### config.mk
export PLATFORM = sky130hd
export DESIGN_NAME = tx_frame_engine_flat
export DESIGN_NICKNAME = d
export VERILOG_FILES = /design/src/rtl/tx_frame_engine_if.sv /design/src/rtl/tx_frame_engine.sv /design/src/flat_wrapper.sv
export SDC_FILE = /design/constraint.sdc
export NUM_CORES = 1
export LEC_CHECK = 0
export CORE_ASPECT_RATIO = 1.25
export CORE_UTILIZATION = 63
export CTS_CLUSTER_SIZE = 16
export DETAILED_ROUTE_END_ITERATION = 8
export MAX_ROUTING_LAYER = met4
export PLACE_DENSITY = 0.86
export SLEW_MARGIN = 25
export SYNTH_ARGS = -nofsm -noshare
export SYNTH_HDL_FRONTEND = slang
export SYNTH_SLANG_ARGS = --single-unit
### constraint.sdc
create_clock -name i_clk -period 9.7 [get_ports i_clk]
set_clock_uncertainty 0.15 [all_clocks]
set_input_delay 1.94 -clock i_clk [delete_from_list [all_inputs] [get_ports i_clk]]
set_output_delay 1.94 -clock i_clk [all_outputs]
set_load 0.005 [all_outputs]
### src/rtl/tx_frame_engine_if.sv
// ---------------------------------------------------------------------------
// tx_frame_engine_if
//   Bundles the load/configuration inputs and the serial/status outputs of
//   the asynchronous serial transmitter frame engine.
//
//   Signals (direction as seen by the engine, i.e. the slave modport):
//     i_load       in   one-cycle strobe offering i_load_data + configuration
//     i_load_data  in   character to send, LSB first            [DATA_W]
//     i_len        in   data bits per frame (clamped 5..DATA_W)  [4]
//     i_pen        in   parity enable
//     i_pmode      in   parity mode: 00 even, 01 odd, 10 mark, 11 space
//     i_stop2      in   1 = two stop bits, 0 = one
//     i_baud_div   in   clocks per bit (values below 2 act as 2) [BAUD_W]
//     i_clr_ovr    in   clears the sticky overrun flag
//     o_tx         out  serial line, idle high
//     o_txrdy      out  holding buffer empty, a load will be accepted
//     o_busy       out  frame in progress
//     o_done       out  one-cycle pulse at the end of each frame
//     o_ovr        out  sticky overrun flag
// ---------------------------------------------------------------------------
interface tx_frame_engine_if #(
    parameter int DATA_W = 8,
    parameter int BAUD_W = 16
);
    logic              i_load;
    logic [DATA_W-1:0] i_load_data;
    logic [3:0]        i_len;
    logic              i_pen;
    logic [1:0]        i_pmode;
    logic              i_stop2;
    logic [BAUD_W-1:0] i_baud_div;
    logic              i_clr_ovr;
    logic              o_tx;
    logic              o_txrdy;
    logic              o_busy;
    logic              o_done;
    logic              o_ovr;

    // Producer side: offers characters and configuration, watches status.
    modport master (
        output i_load, i_load_data, i_len, i_pen, i_pmode, i_stop2,
               i_baud_div, i_clr_ovr,
        input  o_tx, o_txrdy, o_busy, o_done, o_ovr
    );

    // Engine side.
    modport slave (
        input  i_load, i_load_data, i_len, i_pen, i_pmode, i_stop2,
               i_baud_div, i_clr_ovr,
        output o_tx, o_txrdy, o_busy, o_done, o_ovr
    );
endinterface

### src/rtl/tx_frame_engine.sv
// ---------------------------------------------------------------------------
// tx_frame_engine
//   Asynchronous serial transmitter: start bit, 5..DATA_W data bits LSB
//   first, optional parity bit, one or two stop bits. Every bit lasts
//   exactly baud_div clocks. A one-entry holding buffer lets the next
//   character be queued while a frame is on the line, so consecutive frames
//   follow each other with no idle gap.
//
//   Ports:
//     i_clk    sole clock, rising edge
//     i_rst_n  asynchronous active-low reset
//     bus      tx_frame_engine_if.slave (load/config in, tx/status out)
//
//   All outputs come straight from flops.
// ---------------------------------------------------------------------------
module tx_frame_engine #(
    parameter int DATA_W = 8,
    parameter int BAUD_W = 16
) (
    input  logic             i_clk,
    input  logic             i_rst_n,
    tx_frame_engine_if.slave bus
);

    typedef enum logic [2:0] {
        ST_IDLE   = 3'd0,
        ST_START  = 3'd1,
        ST_DATA   = 3'd2,
        ST_PARITY = 3'd3,
        ST_STOP   = 3'd4
    } state_t;

    // Data length is limited to 5..DATA_W at capture time.
    function automatic logic [3:0] f_clamp_len(input logic [3:0] len);
        logic [3:0] v;
        if (len < 4'd5) begin
            v = 4'd5;
        end else if (int'(len) > DATA_W) begin
            v = 4'(DATA_W);
        end else begin
            v = len;
        end
        return v;
    endfunction

    // A bit time shorter than two clocks is stretched to two.
    function automatic logic [BAUD_W-1:0] f_clamp_div(input logic [BAUD_W-1:0] div);
        logic [BAUD_W-1:0] v;
        if (div < BAUD_W'(2'd2)) begin
            v = BAUD_W'(2'd2);
        end else begin
            v = div;
        end
        return v;
    endfunction

    // Parity over the low 'len' data bits only; mark/space ignore the data.
    function automatic logic f_parity(input logic [DATA_W-1:0] d,
                                      input logic [3:0]        len,
                                      input logic [1:0]        mode);
        logic x;
        logic p;
        x = 1'b0;
        for (int i = 0; i < DATA_W; i++) begin
            x = x ^ (d[i] & (i < int'(len)));
        end
        case (mode)
            2'b00:   p = x;
            2'b01:   p = ~x;
            2'b10:   p = 1'b1;
            2'b11:   p = 1'b0;
            default: p = x;
        endcase
        return p;
    endfunction

    // Holding buffer (parity is resolved at capture, so pmode need not be kept)
    logic [DATA_W-1:0] r_buf_data;
    logic [3:0]        r_buf_len;
    logic              r_buf_pen;
    logic              r_buf_stop2;
    logic              r_buf_par;
    logic [BAUD_W-1:0] r_buf_div;

    // Frame in progress
    state_t            r_state;
    logic [DATA_W-1:0] r_shift;
    logic [3:0]        r_len;
    logic              r_pen;
    logic              r_stop2;
    logic              r_par;
    logic [BAUD_W-1:0] r_div;
    logic [BAUD_W-1:0] r_cnt;
    logic [3:0]        r_bit_cnt;
    logic              r_stop_cnt;

    // Registered outputs
    logic              r_tx;
    logic              r_txrdy;
    logic              r_busy;
    logic              r_done;
    logic              r_ovr;

    logic              w_buf_full;
    logic              w_bit_end;
    logic              w_frame_end;
    logic              w_take;
    logic              w_accept;
    logic              w_overrun;
    logic [3:0]        w_len_clamped;
    logic [BAUD_W-1:0] w_reload;

    // txrdy is the exact complement of buffer occupancy.
    assign w_buf_full    = ~r_txrdy;
    assign w_bit_end     = (r_cnt == {BAUD_W{1'b0}});
    assign w_frame_end   = (r_state == ST_STOP) && w_bit_end && !r_stop_cnt;
    // The buffer drains either from idle or on the very edge the last stop
    // bit ends, which is what makes back-to-back frames gapless.
    assign w_take        = w_buf_full && ((r_state == ST_IDLE) || w_frame_end);
    // On a drain edge txrdy is still low, so a load there is an overrun.
    assign w_accept      = bus.i_load && r_txrdy;
    assign w_overrun     = bus.i_load && !r_txrdy;
    assign w_len_clamped = f_clamp_len(bus.i_len);
    assign w_reload      = r_div - BAUD_W'(1'b1);

    assign bus.o_tx    = r_tx;
    assign bus.o_txrdy = r_txrdy;
    assign bus.o_busy  = r_busy;
    assign bus.o_done  = r_done;
    assign bus.o_ovr   = r_ovr;

    // Holding buffer capture, txrdy handshake and sticky overrun flag.
    always_ff @(posedge i_clk or negedge i_rst_n) begin
        if (!i_rst_n) begin
            r_txrdy     <= 1'b1;
            r_ovr       <= 1'b0;
            r_buf_data  <= {DATA_W{1'b0}};
            r_buf_len   <= 4'd0;
            r_buf_pen   <= 1'b0;
            r_buf_stop2 <= 1'b0;
            r_buf_par   <= 1'b0;
            r_buf_div   <= {BAUD_W{1'b0}};
        end else begin
            if (w_accept) begin
                r_buf_data  <= bus.i_load_data;
                r_buf_len   <= w_len_clamped;
                r_buf_pen   <= bus.i_pen;
                r_buf_stop2 <= bus.i_stop2;
                r_buf_par   <= f_parity(bus.i_load_data, w_len_clamped, bus.i_pmode);
                r_buf_div   <= f_clamp_div(bus.i_baud_div);
                r_txrdy     <= 1'b0;
            end else if (w_take) begin
                r_txrdy     <= 1'b1;
            end else begin
                r_txrdy     <= r_txrdy;
            end

            // Setting wins over clearing on the same edge.
            if (w_overrun) begin
                r_ovr <= 1'b1;
            end else if (bus.i_clr_ovr) begin
                r_ovr <= 1'b0;
            end else begin
                r_ovr <= r_ovr;
            end
        end
    end

    // Frame sequencer: bit timing, shifting, parity/stop insertion, status.
    always_ff @(posedge i_clk or negedge i_rst_n) begin
        if (!i_rst_n) begin
            r_state    <= ST_IDLE;
            r_tx       <= 1'b1;
            r_busy     <= 1'b0;
            r_done     <= 1'b0;
            r_shift    <= {DATA_W{1'b0}};
            r_len      <= 4'd0;
            r_pen      <= 1'b0;
            r_stop2    <= 1'b0;
            r_par      <= 1'b0;
            r_div      <= {BAUD_W{1'b0}};
            r_cnt      <= {BAUD_W{1'b0}};
            r_bit_cnt  <= 4'd0;
            r_stop_cnt <= 1'b0;
        end else begin
            r_done <= w_frame_end;
            if (w_take) begin
                // Snapshot the buffer so later input changes cannot disturb
                // this frame; start bit goes out immediately.
                r_state    <= ST_START;
                r_tx       <= 1'b0;
                r_busy     <= 1'b1;
                r_shift    <= r_buf_data;
                r_len      <= r_buf_len;
                r_pen      <= r_buf_pen;
                r_stop2    <= r_buf_stop2;
                r_par      <= r_buf_par;
                r_div      <= r_buf_div;
                r_cnt      <= r_buf_div - BAUD_W'(1'b1);
                r_bit_cnt  <= 4'd0;
                r_stop_cnt <= 1'b0;
            end else begin
                case (r_state)
                    ST_IDLE: begin
                        r_tx   <= 1'b1;
                        r_busy <= 1'b0;
                    end
                    ST_START: begin
                        if (w_bit_end) begin
                            r_state   <= ST_DATA;
                            r_tx      <= r_shift[0];
                            r_shift   <= {1'b0, r_shift[DATA_W-1:1]};
                            r_bit_cnt <= r_len - 4'd1;
                            r_cnt     <= w_reload;
                        end else begin
                            r_cnt <= r_cnt - BAUD_W'(1'b1);
                        end
                    end
                    ST_DATA: begin
                        if (w_bit_end) begin
                            r_cnt <= w_reload;
                            // r_bit_cnt counts data bits still to send after
                            // the one currently on the line.
                            if (r_bit_cnt != 4'd0) begin
                                r_tx      <= r_shift[0];
                                r_shift   <= {1'b0, r_shift[DATA_W-1:1]};
                                r_bit_cnt <= r_bit_cnt - 4'd1;
                            end else if (r_pen) begin
                                r_state <= ST_PARITY;
                                r_tx    <= r_par;
                            end else begin
                                r_state    <= ST_STOP;
                                r_tx       <= 1'b1;
                                r_stop_cnt <= r_stop2;
                            end
                        end else begin
                            r_cnt <= r_cnt - BAUD_W'(1'b1);
                        end
                    end
                    ST_PARITY: begin
                        if (w_bit_end) begin
                            r_state    <= ST_STOP;
                            r_tx       <= 1'b1;
                            r_stop_cnt <= r_stop2;
                            r_cnt      <= w_reload;
                        end else begin
                            r_cnt <= r_cnt - BAUD_W'(1'b1);
                        end
                    end
                    ST_STOP: begin
                        if (w_bit_end) begin
                            // r_stop_cnt set means a second stop bit follows.
                            if (r_stop_cnt) begin
                                r_stop_cnt <= 1'b0;
                                r_cnt      <= w_reload;
                            end else begin
                                r_state <= ST_IDLE;
                                r_tx    <= 1'b1;
                                r_busy  <= 1'b0;
                            end
                        end else begin
                            r_cnt <= r_cnt - BAUD_W'(1'b1);
                        end
                    end
                    default: begin
                        r_state <= ST_IDLE;
                        r_tx    <= 1'b1;
                        r_busy  <= 1'b0;
                    end
                endcase
            end
        end
    end

endmodule

### src/flat_wrapper.sv
// flat-port wrapper written by rule: the top's interface ports become plain ports
module tx_frame_engine_flat 
#(
    parameter int DATA_W = 8,
    parameter int BAUD_W = 16
)
  (i_clk, i_rst_n, bus_i_load, bus_i_load_data, bus_i_len, bus_i_pen, bus_i_pmode, bus_i_stop2, bus_i_baud_div, bus_i_clr_ovr, bus_o_tx, bus_o_txrdy, bus_o_busy, bus_o_done, bus_o_ovr);
  tx_frame_engine_if #(.DATA_W(DATA_W), .BAUD_W(BAUD_W)) bus_i ();
  input  logic i_clk;
  input  logic i_rst_n;
  input wire logic [$bits(bus_i.i_load)-1:0] bus_i_load;
  input wire logic [$bits(bus_i.i_load_data)-1:0] bus_i_load_data;
  input wire logic [$bits(bus_i.i_len)-1:0] bus_i_len;
  input wire logic [$bits(bus_i.i_pen)-1:0] bus_i_pen;
  input wire logic [$bits(bus_i.i_pmode)-1:0] bus_i_pmode;
  input wire logic [$bits(bus_i.i_stop2)-1:0] bus_i_stop2;
  input wire logic [$bits(bus_i.i_baud_div)-1:0] bus_i_baud_div;
  input wire logic [$bits(bus_i.i_clr_ovr)-1:0] bus_i_clr_ovr;
  output wire logic [$bits(bus_i.o_tx)-1:0] bus_o_tx;
  output wire logic [$bits(bus_i.o_txrdy)-1:0] bus_o_txrdy;
  output wire logic [$bits(bus_i.o_busy)-1:0] bus_o_busy;
  output wire logic [$bits(bus_i.o_done)-1:0] bus_o_done;
  output wire logic [$bits(bus_i.o_ovr)-1:0] bus_o_ovr;
  assign bus_i.i_load = bus_i_load;
  assign bus_i.i_load_data = bus_i_load_data;
  assign bus_i.i_len = bus_i_len;
  assign bus_i.i_pen = bus_i_pen;
  assign bus_i.i_pmode = bus_i_pmode;
  assign bus_i.i_stop2 = bus_i_stop2;
  assign bus_i.i_baud_div = bus_i_baud_div;
  assign bus_i.i_clr_ovr = bus_i_clr_ovr;
  assign bus_o_tx = bus_i.o_tx;
  assign bus_o_txrdy = bus_i.o_txrdy;
  assign bus_o_busy = bus_i.o_busy;
  assign bus_o_done = bus_i.o_done;
  assign bus_o_ovr = bus_i.o_ovr;
  tx_frame_engine #(.DATA_W(DATA_W), .BAUD_W(BAUD_W)) u_core (.i_clk(i_clk), .i_rst_n(i_rst_n), .bus(bus_i));
endmodule
# Word level (Yosys, flattened, before mapping)
# Cells that the tools add are included.
[totals]
input_bits = 36
reg_bits = 91
[op_classes]
addsub = 5
n_eq_ne = 18
n_reduce_logical = 24
mux = 52
bitwise_logic = 17
order_cmp = 11
[op_table]
columns = ["op", "count"]
rows = [
  ["$mux W16", 5],
  ["$sub A16 B1 Y16 const B", 3],
  ["$mux W8", 4],
  ["$pmux W16 S2", 1],
  ["$mux W3", 8],
  ["$mux W4", 6],
  ["$mux W1", 21],
  ["$logic_not A16 Y1", 1],
  ["$lt A16 B2 Y1 const B", 1],
  ["$lt A3 B4 Y1 const A", 4],
  ["$pmux W8 S2", 1],
  ["$ne A3 B1 Y1 const B", 5],
  ["$pmux W3 S5", 1],
  ["$and A1 B1 Y1", 8],
  ["$lt A1 B4 Y1 const A", 2],
  ["$lt A2 B4 Y1 const A", 2],
  ["$pmux W1 S4", 2],
  ["$pmux W4 S2", 1],
  ["$reduce_bool A4 Y1", 2],
  ["$sub A4 B1 Y4 const B", 2],
  ["$reduce_and A7 Y1", 1],
  ["$xor A1 B1 Y1", 7],
  ["$eq A3 B2 Y1 const B", 2],
  ["$ne A3 B3 Y1 const B", 2],
  ["other kinds (25)", 35],
]

# Depth between registers and ports, before layout
# Gate-level depths: netlist of run 1.
[logic_depth]
ltp_word = 14
depth_mapped = 13

# Worst setup path before layout of run 1
# No wires, ideal clock.
[synth_timing]
path_kind = "reg2reg"
from = "register u_core.r_state[2]"
to = "register u_core.r_cnt[14]"
path_buffers = 4
stages_incl_launch_ff = 13
synth_period_minus_slack_ns = 3.425
setup_time_ns = 0.069
t_arrival_ns = 3.206
required_time_ns = 9.481
path_slack_ns = 6.275
path_cell_list = "dfrtp_1 -> buf_6 -> or4_4 -> buf_6 -> o21ai_4 -> buf_1 -> buf_1 -> o21a_1 -> ha_1 -> o21a_1 -> nand4_1 -> or4b_1 -> nand3_1"
[synth_between]
elab_chain_len = 7
word_cells_on_any_way = 15
cone_classes = "eq/ne: 5; mux: 2; reduce/logical: 8"
[synth_rtl]
columns = ["item", "line", "source"]
rows = [
  ["start: declaration", "tx_frame_engine.sv:86", "state_t r_state;"],
  ["start signal: assignment", "tx_frame_engine.sv:172", "r_state <= ST_IDLE;"],
  ["start signal: assignment", "tx_frame_engine.sv:190", "r_state <= ST_START;"],
  ["start signal: assignment", "tx_frame_engine.sv:210", "r_state <= ST_DATA;"],
  ["$eq A3 B3 Y1", "tx_frame_engine.sv:116, tx_frame_engine.sv:203", ""],
  ["$logic_and A1 B1 Y1 (2 in a row)", "tx_frame_engine.sv:116", "assign w_frame_end = (r_state == ST_STOP) && w_bit_end && !r_stop_cnt;"],
  ["$logic_or A1 B1 Y1", "tx_frame_engine.sv:119", "assign w_take = w_buf_full && ((r_state == ST_IDLE) || w_frame_end);"],
  ["$logic_and A1 B1 Y1", "tx_frame_engine.sv:119", ""],
  ["$ne A4 B3 Y1 (no line) or $reduce_bool A3 Y1 (tied branches)", "--", ""],
  ["$reduce_and A2 Y1 (no line)", "--", ""],
  ["end signal: assignment", "tx_frame_engine.sv:182", "r_cnt <= {BAUD_W{1'b0}};"],
  ["end signal: assignment", "tx_frame_engine.sv:199", "r_cnt <= r_buf_div - BAUD_W'(1'b1);"],
  ["end signal: assignment", "tx_frame_engine.sv:214", "r_cnt <= w_reload;"],
  ["end: declaration", "tx_frame_engine.sv:93", "logic [BAUD_W-1:0] r_cnt;"],
]
# Several ways; a longest one is shown, not always the timed one.
# A chain may end at the register's enable or synchronous reset.

# Worst setup path in the final report of run 1
[layout_timing]
from = "register u_core.r_cnt[13]"
to = "register u_core.r_cnt[14]"
[layout_between]
elab_chain_len = 7
word_cells_on_any_way = 13
cone_classes = "add/sub: 1; eq/ne: 1; mux: 4; reduce/logical: 7"
[layout_rtl]
columns = ["item"]
rows = [
  ["parallel branches: the longest is 7 deep, another holds $sub A16 B1 Y16"],
]
# Several ways; the timed one is not identified.

==> results of run 1 <==
-- stage by stage --
| stage | std cells | area [sq um] | power, W | setup slack, ps | utilization |
|---|---|---|---|---|---|
| 2_1_floorplan | 505 | 4800 | 0.00136 | 6270 | - |
| 3_3_place_gp | 619 | 5250 | 0.00154 | 5940 | 0.713 |
| 3_5_place_dp | 619 | 5250 | 0.00159 | 5800 | 0.713 |
| 4_1_cts | 635 | 5430 | 0.00183 | 5840 | 0.738 |
| 5_1_grt | 635 | 5430 | 0.00197 | 5490 | 0.738 |
| 6_report | 635 | 5430 | 0.00184 | 5760 | 0.738 |
-- area by class of cell --
cell class | instances | area [sq um]
timing repair buffer | 47 | 450
inverter | 10 | 37.5
sequential | 91 | 2280
tap | 92 | 115
clock inverter | 5 | 38.8
fill | 557 | 1930
clock buffer | 11 | 141
multi-input combinational | 379 | 2370
-- critical path, delay by kind of cell, from the launching register on --
kind                     cells  cell delay, ps
AND/OR/NAND/NOR              5            1850
AO/OA/AOI/OAI                3             790
buffers and inverters        1             430
flip-flops                   1             410
adder cells (fa/ha/maj)      1             210
-- placed cells by master, fill, tap and decap left out, drive strengths merged, types with 3 or more instances in the layout --
master	count
or4	5
buf	8
o22ai	5
o21a	5
xor2	6
o32ai	3
xnor2	8
inv	11
a22oi	4
nand3	10
nand2	107
a21boi	3
or2	3
clkdlybuf4s50	39
or3	4
nand4	4
o21ai	43
nor2b	6
nor2	28
clkinvlp	4
a211oi	3
dfrtp	89
a31oi	5
nor4	12
a21o	4
mux2	27
mux2i	15
nor3	10
clkbuf	11
o31ai	7
a21oi	20
o2bb2ai	3
nor3b	4
-- registers in the layout, summed over array words and instances, names as in the netlist, 4 cells and up --
register,flops
u_core.r_buf_div,16
u_core.r_cnt,16
u_core.r_div,16
u_core.r_buf_data,8
u_core.r_shift,8
u_core.r_bit_cnt,4
u_core.r_buf_len,4
u_core.r_len,4
-- layer usage --
layer,up-vias,track usage
li1,1867,-
met4,0,0.120
met2,92,0.501
met3,30,0.0523
met5,-,-
met1,1939,0.364
-- Yosys cell counts (3+ instances only) --
cell type / count
nor4_2: 4
xor2_1: 6
or2_2: 3
nand4_1: 3
a21oi_1: 19
buf_1: 3
clkbuf_1: 17
nand3_1: 10
nor4_1: 8
a21o_1: 4
nor3b_1: 3
o2bb2ai_1: 3
nor3_1: 9
inv_1: 10
o22ai_1: 5
mux2_2: 27
mux2i_1: 15
o21ai_0: 42
nand2_1: 107
o31ai_1: 7
or3_1: 4
o21a_1: 5
a22oi_1: 4
buf_2: 3
a31oi_1: 5
or4_1: 4
dfrtp_1: 89
xnor2_1: 8
nor2_1: 27
a21boi_0: 3
nor2b_1: 6
a211oi_1: 3
-- where the power goes --
group	switching, W	internal [W]
combinational	0.000490	0.000375
clock	0.000140	0.000101
sequential	0.000169	0.000562
total	0.000799	0.00104
-- logic make-up after synthesis --
logic type      after synthesis  synth area share
buf+inv                      35            0.0313
mux                          42            0.0947
flops                        91             0.475
xor+xnor                     14            0.0256
compound gates              117             0.159
fa+ha+maj                     2           0.00522
simple gates                204             0.208
-- worst paths after layout --
kind / from / to / slack, ps / cells after the start
worst min register to register: u_core.r_div[13] / u_core.r_div[13] / 330 / 2
min in group asynchronous: i_rst_n / u_core.r_div[8] / 1350 / 1
worst min-delay path: u_core.r_div[13] / u_core.r_div[13] / 330 / 2
worst max-delay path: u_core.r_cnt[13] / u_core.r_cnt[14] / 5760 / 10
worst max register to register: u_core.r_cnt[13] / u_core.r_cnt[14] / 5760 / 10
max in group asynchronous: i_rst_n / u_core.r_bit_cnt[1] / 6990 / 2
==> summary.md, run 1 <==
| Metric | Value |
|---|---|
| Status | `completed` |
| Maximum VDD drop | `0.175 mV` |
| Clk sinks | `91` |
| Num CTS Buffers | `9` |
| Cells after synthesis | `505` |
| Layout cell share with drive strength beyond 1 | `0.127` |
| DR WL/cell | `17.0 um` |
| Worst Tran Pin Value | `839 ps` |
| Syn avg cell area | `9.50 sq um` |
| Std cell rows | `35` |
| DIE AREA | `7970 sq um` |
| Setup violators final | `0` |
| Sequential-to-total area share from yosys stat | `0.475` |
| Setup TNS | `0 ps` |
| Worst-path clk slew | `90 ps` |
| Post-DP HPWL | `7850 um` |
| CP Data Arrival Time | `4100 ps` |
| Longest Clk Path Bufs | `2` |
| Final wirelength | `10,800 um` |
| Post-CTS setup buffer count | `0` |
| Iter 0 DRT Violations | `303` |
| Slowest CP cell | `or4b_1` |
| DR WL met3 | `367 um` |
| Gr usage total | `0.301` |
| DR vias/cell | `6.19` |
| P per Cell Area | `338 nW/um^2` |
| Final hold vios | `0` |
| CTS tree | `yes` |
| Worst hold-check path type | `flip-flop to flip-flop` |
| Yosys top cell by area | `dfrtp_1` |
| Synth Warn # | `0` |
| WHS | `329 ps` |
| Gp weighted congestion | `0.952` |
| Final net count | `576` |
| Worst EP required | `9860 ps` |
| DRT Pass-1 Iters | `4` |
| Tmin final | `3940 ps` |
| Die width | `80.0 um` |
| Netlist cell types | `63` |
| RSZ-0062 raised after global routing | `false` |
| Slew Viols, Final | `0` |
| #FFs+latches synth | `91` |
| CP Max Fanout | `38` |
| Largest stage delay, worst path | `550 ps` |
| Max_cap viols | `0` |
| # DRC | `0` |
| Top sig layer | `met4` |
| Remaining global-route overflow | `0` |
| Crit-path cells | `nor4_2 > nand4_1 > o21ai_4 > buf_4 > o21a_1 > ha_1 > o21a_1 > nand4_1 > or4b_1 > nand3_1` |
| Critical path class | `flip-flop to flip-flop` |
| Synth top area share | `0.464` |
| Syn nets | `543` |
| Clk_lat worst skew | `380 ps` |
| Root buf cell | `clkbuf_8` |
| Initial Util | `0.652` |
| Ys flop type | `dfrtp_1` |
| Post-CTS Resized | `0` |
| Tcrit/Tclk final | `0.406` |
| First-pass GRT wire length | `17,700 um` |
| Pin count of the biggest net entering global routing | `57` |
| H-tree depth | `3` |
| Via count | `3,928` |
| Cts hold-fix bufs | `0` |
| Initial antenna violation count | `0` |
| M1 WL | `4430 um` |
| Max-slew headroom | `0.441` |
| ANT nets after route | `0` |
| Mapped cell area | `4800 sq um` |
| Vias in the first global route | `3,743` |
| ANT cells | `0` |
| IO Pins | `41` |
| IO Port Bufs | `40` |
| Met2 wire length | `5690 um` |
| Post-synthesis async set-or-reset flop share | `1.00` |
| Area Overhead vs Synth | `13.2%` |
| Leak pwr | `2.31 nW` |
| Worst setup SP type | `flip-flop` |
| Core Area | `7360 sq um` |
| Die height | `99.6 um` |
| Largest cells by area after synthesis | `dfrtp_1, nand2_1, mux2_2` |
| Crit path capture type | `flip-flop` |
| Fmax achieved | `0.254 GHz` |
| EDFF count, synth | `0` |
Power figures use the tool's default switching activity.
==> inputs of run 2 (changes only) <==
CORE_UTILIZATION = 52   (was 63)
PLACE_DENSITY = 0.76   (was 0.86)
clock period = 3.5 ns   (was 9.7 ns; I/O delays follow)
==> summary.md, run 2 (synthesized netlist as in run 1, its figures left out) <==
| Metric | Value |
|---|---|
| Number of fill cells in the layout | `726 (+30%)` |
| Final net count | `586 (+1.7%)` |
| Via count | `3,924 (-0.10%)` |
| Status | `completed` |
| # DRC | `0 (unchanged)` |
| Post-CTS Resized | `0 (unchanged)` |
| Worst-path clk slew | `90 ps (about the same)` |
| CTS tree | `yes` |
| Worst Tran Pin Value | `779 ps (-59.3 ps)` |
| Iter 0 DRT Violations | `348 (+15%)` |
| ANT nets after route | `0 (unchanged)` |
| Initial antenna violation count | `0 (unchanged)` |
| Longest Clk Path Bufs | `2 (unchanged)` |
| Post-CTS setup buffer count | `0 (unchanged)` |
| Worst reg-to-reg path cell count | `7 (-3)` |
| Setup violators final | `0 (unchanged)` |
| Area of the multi-input gates | `2370 sq um (unchanged)` |
| Slowest CP cell | `dfrtp_1` |
| Die height | `109 um (+9.9%)` |
| First-pass GRT wire length | `19,200 um (+8.5%)` |
| Max_cap viols | `0 (unchanged)` |
| Most frequent cells in the layout | `nand2_1, dfrtp_1, o21ai_0, clkdlybuf4s50_1` |
| Pin count of the biggest net entering global routing | `48 (-16%)` |
| Largest stage delay, worst path | `540 ps (about the same)` |
| Core Area | `8800 sq um (+20%)` |
| Tmin final | `3220 ps (-725 ps)` |
| Area occupied by registers | `2280 sq um (unchanged)` |
| Final WS setup | `283 ps (-5480 ps)` |
| Tcrit/Tclk final | `0.919 (+0.513)` |
| DIE AREA | `9610 sq um (+21%)` |
| Worst hold-check path type | `input port to async pin` |
| H-tree depth | `3 (unchanged)` |
| Maximum VDD drop | `0.531 mV (+200%)` |
| DR vias/cell | `5.83 (-5.7%)` |
| Max-slew headroom | `0.476 (+0.0352)` |
| RSZ-0062 raised after global routing | `false` |
| Gr usage total | `0.268 (-0.0333)` |
| CP Data Arrival Time | `3370 ps (-730 ps)` |
| Regs by FF count | `u_core.r_buf_div: 16 flops, u_core.r_cnt: 16 flops, u_core.r_div: 16 flops` |
| DR WL/cell | `16.6 um (-2.0%)` |
| Critical path class | `flip-flop to flip-flop` |
| Final hold vios | `0 (unchanged)` |
| Std cell rows | `38 (+8.6%)` |
| Worst setup SP type | `flip-flop` |
| ANT cells | `0 (unchanged)` |
| Worst EP required | `3650 ps (-6210 ps)` |
| Setup TNS | `0 ps (unchanged)` |
| P per Cell Area | `960 nW/um^2 (+180%)` |
| Clk_lat worst skew | `360 ps (-20 ps)` |
| Setup WS pre-CTS | `366 ps (-5430 ps)` |
| IO Pins | `41 (unchanged)` |
| Crit-path cells | `or3_1 > nor2_2 > a21oi_2 > o2bb2ai_1 > or4b_4 > or4b_1 > nand3_1` |
| IO Port Bufs | `40 (unchanged)` |
| Die width | `87.9 um (+9.8%)` |
| Slew Viols, Final | `0 (unchanged)` |
| Cts hold-fix bufs | `0 (unchanged)` |
| Clk sinks | `91 (unchanged)` |
| Layout cell share with drive strength beyond 1 | `0.145 (+0.0176)` |
| Fmax achieved | `0.311 GHz (+23%)` |
| Gp weighted congestion | `0.942 (-1.1%)` |
| Leak pwr | `2.41 nW (+4.2%)` |
| Root buf cell | `clkbuf_8` |
| CP Max Fanout | `14 (-63%)` |
| Remaining global-route overflow | `0 (unchanged)` |
| Final wirelength | `11,200 um (+3.8%)` |
| Commonest non-fill, non-tap cell in the layout | `nand2_1` |
| Area Overhead vs Synth | `16.9%` |
| Num CTS Buffers | `9 (unchanged)` |
| Crit path capture type | `flip-flop` |
| Vias in the first global route | `4,036 (+7.8%)` |
| DRT Pass-1 Iters | `5 (+1)` |
| Post-DP HPWL | `8350 um (+6.4%)` |
| Initial Util | `0.545 (-0.107)` |
[run 2: cell count changes in the layout (fill, tap and decap cells not counted), sizes merged]
cell	change
buf	+10
clkinvlp	-4
bufinv	+3
clkbuf	-2
clkinv	+2
inv	+1
[run 2: metrics by stage]
step                      hold slack [ps]   util  instances  instance area (sq um)  power [W]
after floorplan                       254      -        505                   4800    0.00376
after global placement                296  0.609        657                   5360    0.00441
after detailed placement              303  0.609        657                   5360    0.00451
after CTS                             212  0.637        673                   5610    0.00538
after global routing                  241  0.637        673                   5610    0.00582
final                                 192  0.637        673                   5610    0.00538
[run 2: critical path, delay by kind of cell, from the launching register on]
kind	cells	cell delay [ps]
and+or+nand+nor	5	1970
AOI/OAI and AO/OA	2	470
DFF	1	540
[run 2: final cells by class]
class,instances,share of cell area
Clock buffer,9,0.0221
Clock inverter,7,0.0221
Inverter,10,0.00669
Multi-Input combinational cell,379,0.422
Sequential cell,91,0.407
Tap cell,120,0.0268
Timing Repair Buffer,57,0.0937
[run 2: metal layers]
metal / vias to the layer above / share of wire / track usage
li1: 1894 / - / -
met1: 1901 / 0.43 / 0.336
met2: 105 / 0.51 / 0.440
met3: 24 / 0.036 / 0.0390
met4: 0 / 0.025 / 0.102
met5: - / 0 / -
[run 2: path summary, 6_finish.rpt]
kind,start,to,slack (ps)
setup / recovery,u_core.r_state[0],u_core.r_cnt[14],280
hold / removal,i_rst_n,u_core.bus.o_ovr,190
setup reg to reg,u_core.r_state[0],u_core.r_cnt[14],280
hold reg to reg,u_core.r_buf_len[2],u_core.r_len[2],330
max in group asynchronous,i_rst_n,u_core.r_div[1],2230
min in group i_clk,u_core.r_buf_len[2],u_core.r_len[2],330
[run 2: power by group]
| part | total (W) | leakage [nW] | internal (W) | switching [W] |
|---|---|---|---|---|
| Sequential | 0.00201 | 1.10 | 0.00156 | 0.000452 |
| Combinational | 0.00250 | 1.18 | 0.00110 | 0.00141 |
| Clock | 0.000870 | 0.126 | 0.000482 | 0.000388 |
| Total | 0.00538 | 2.41 | 0.00313 | 0.00225 |
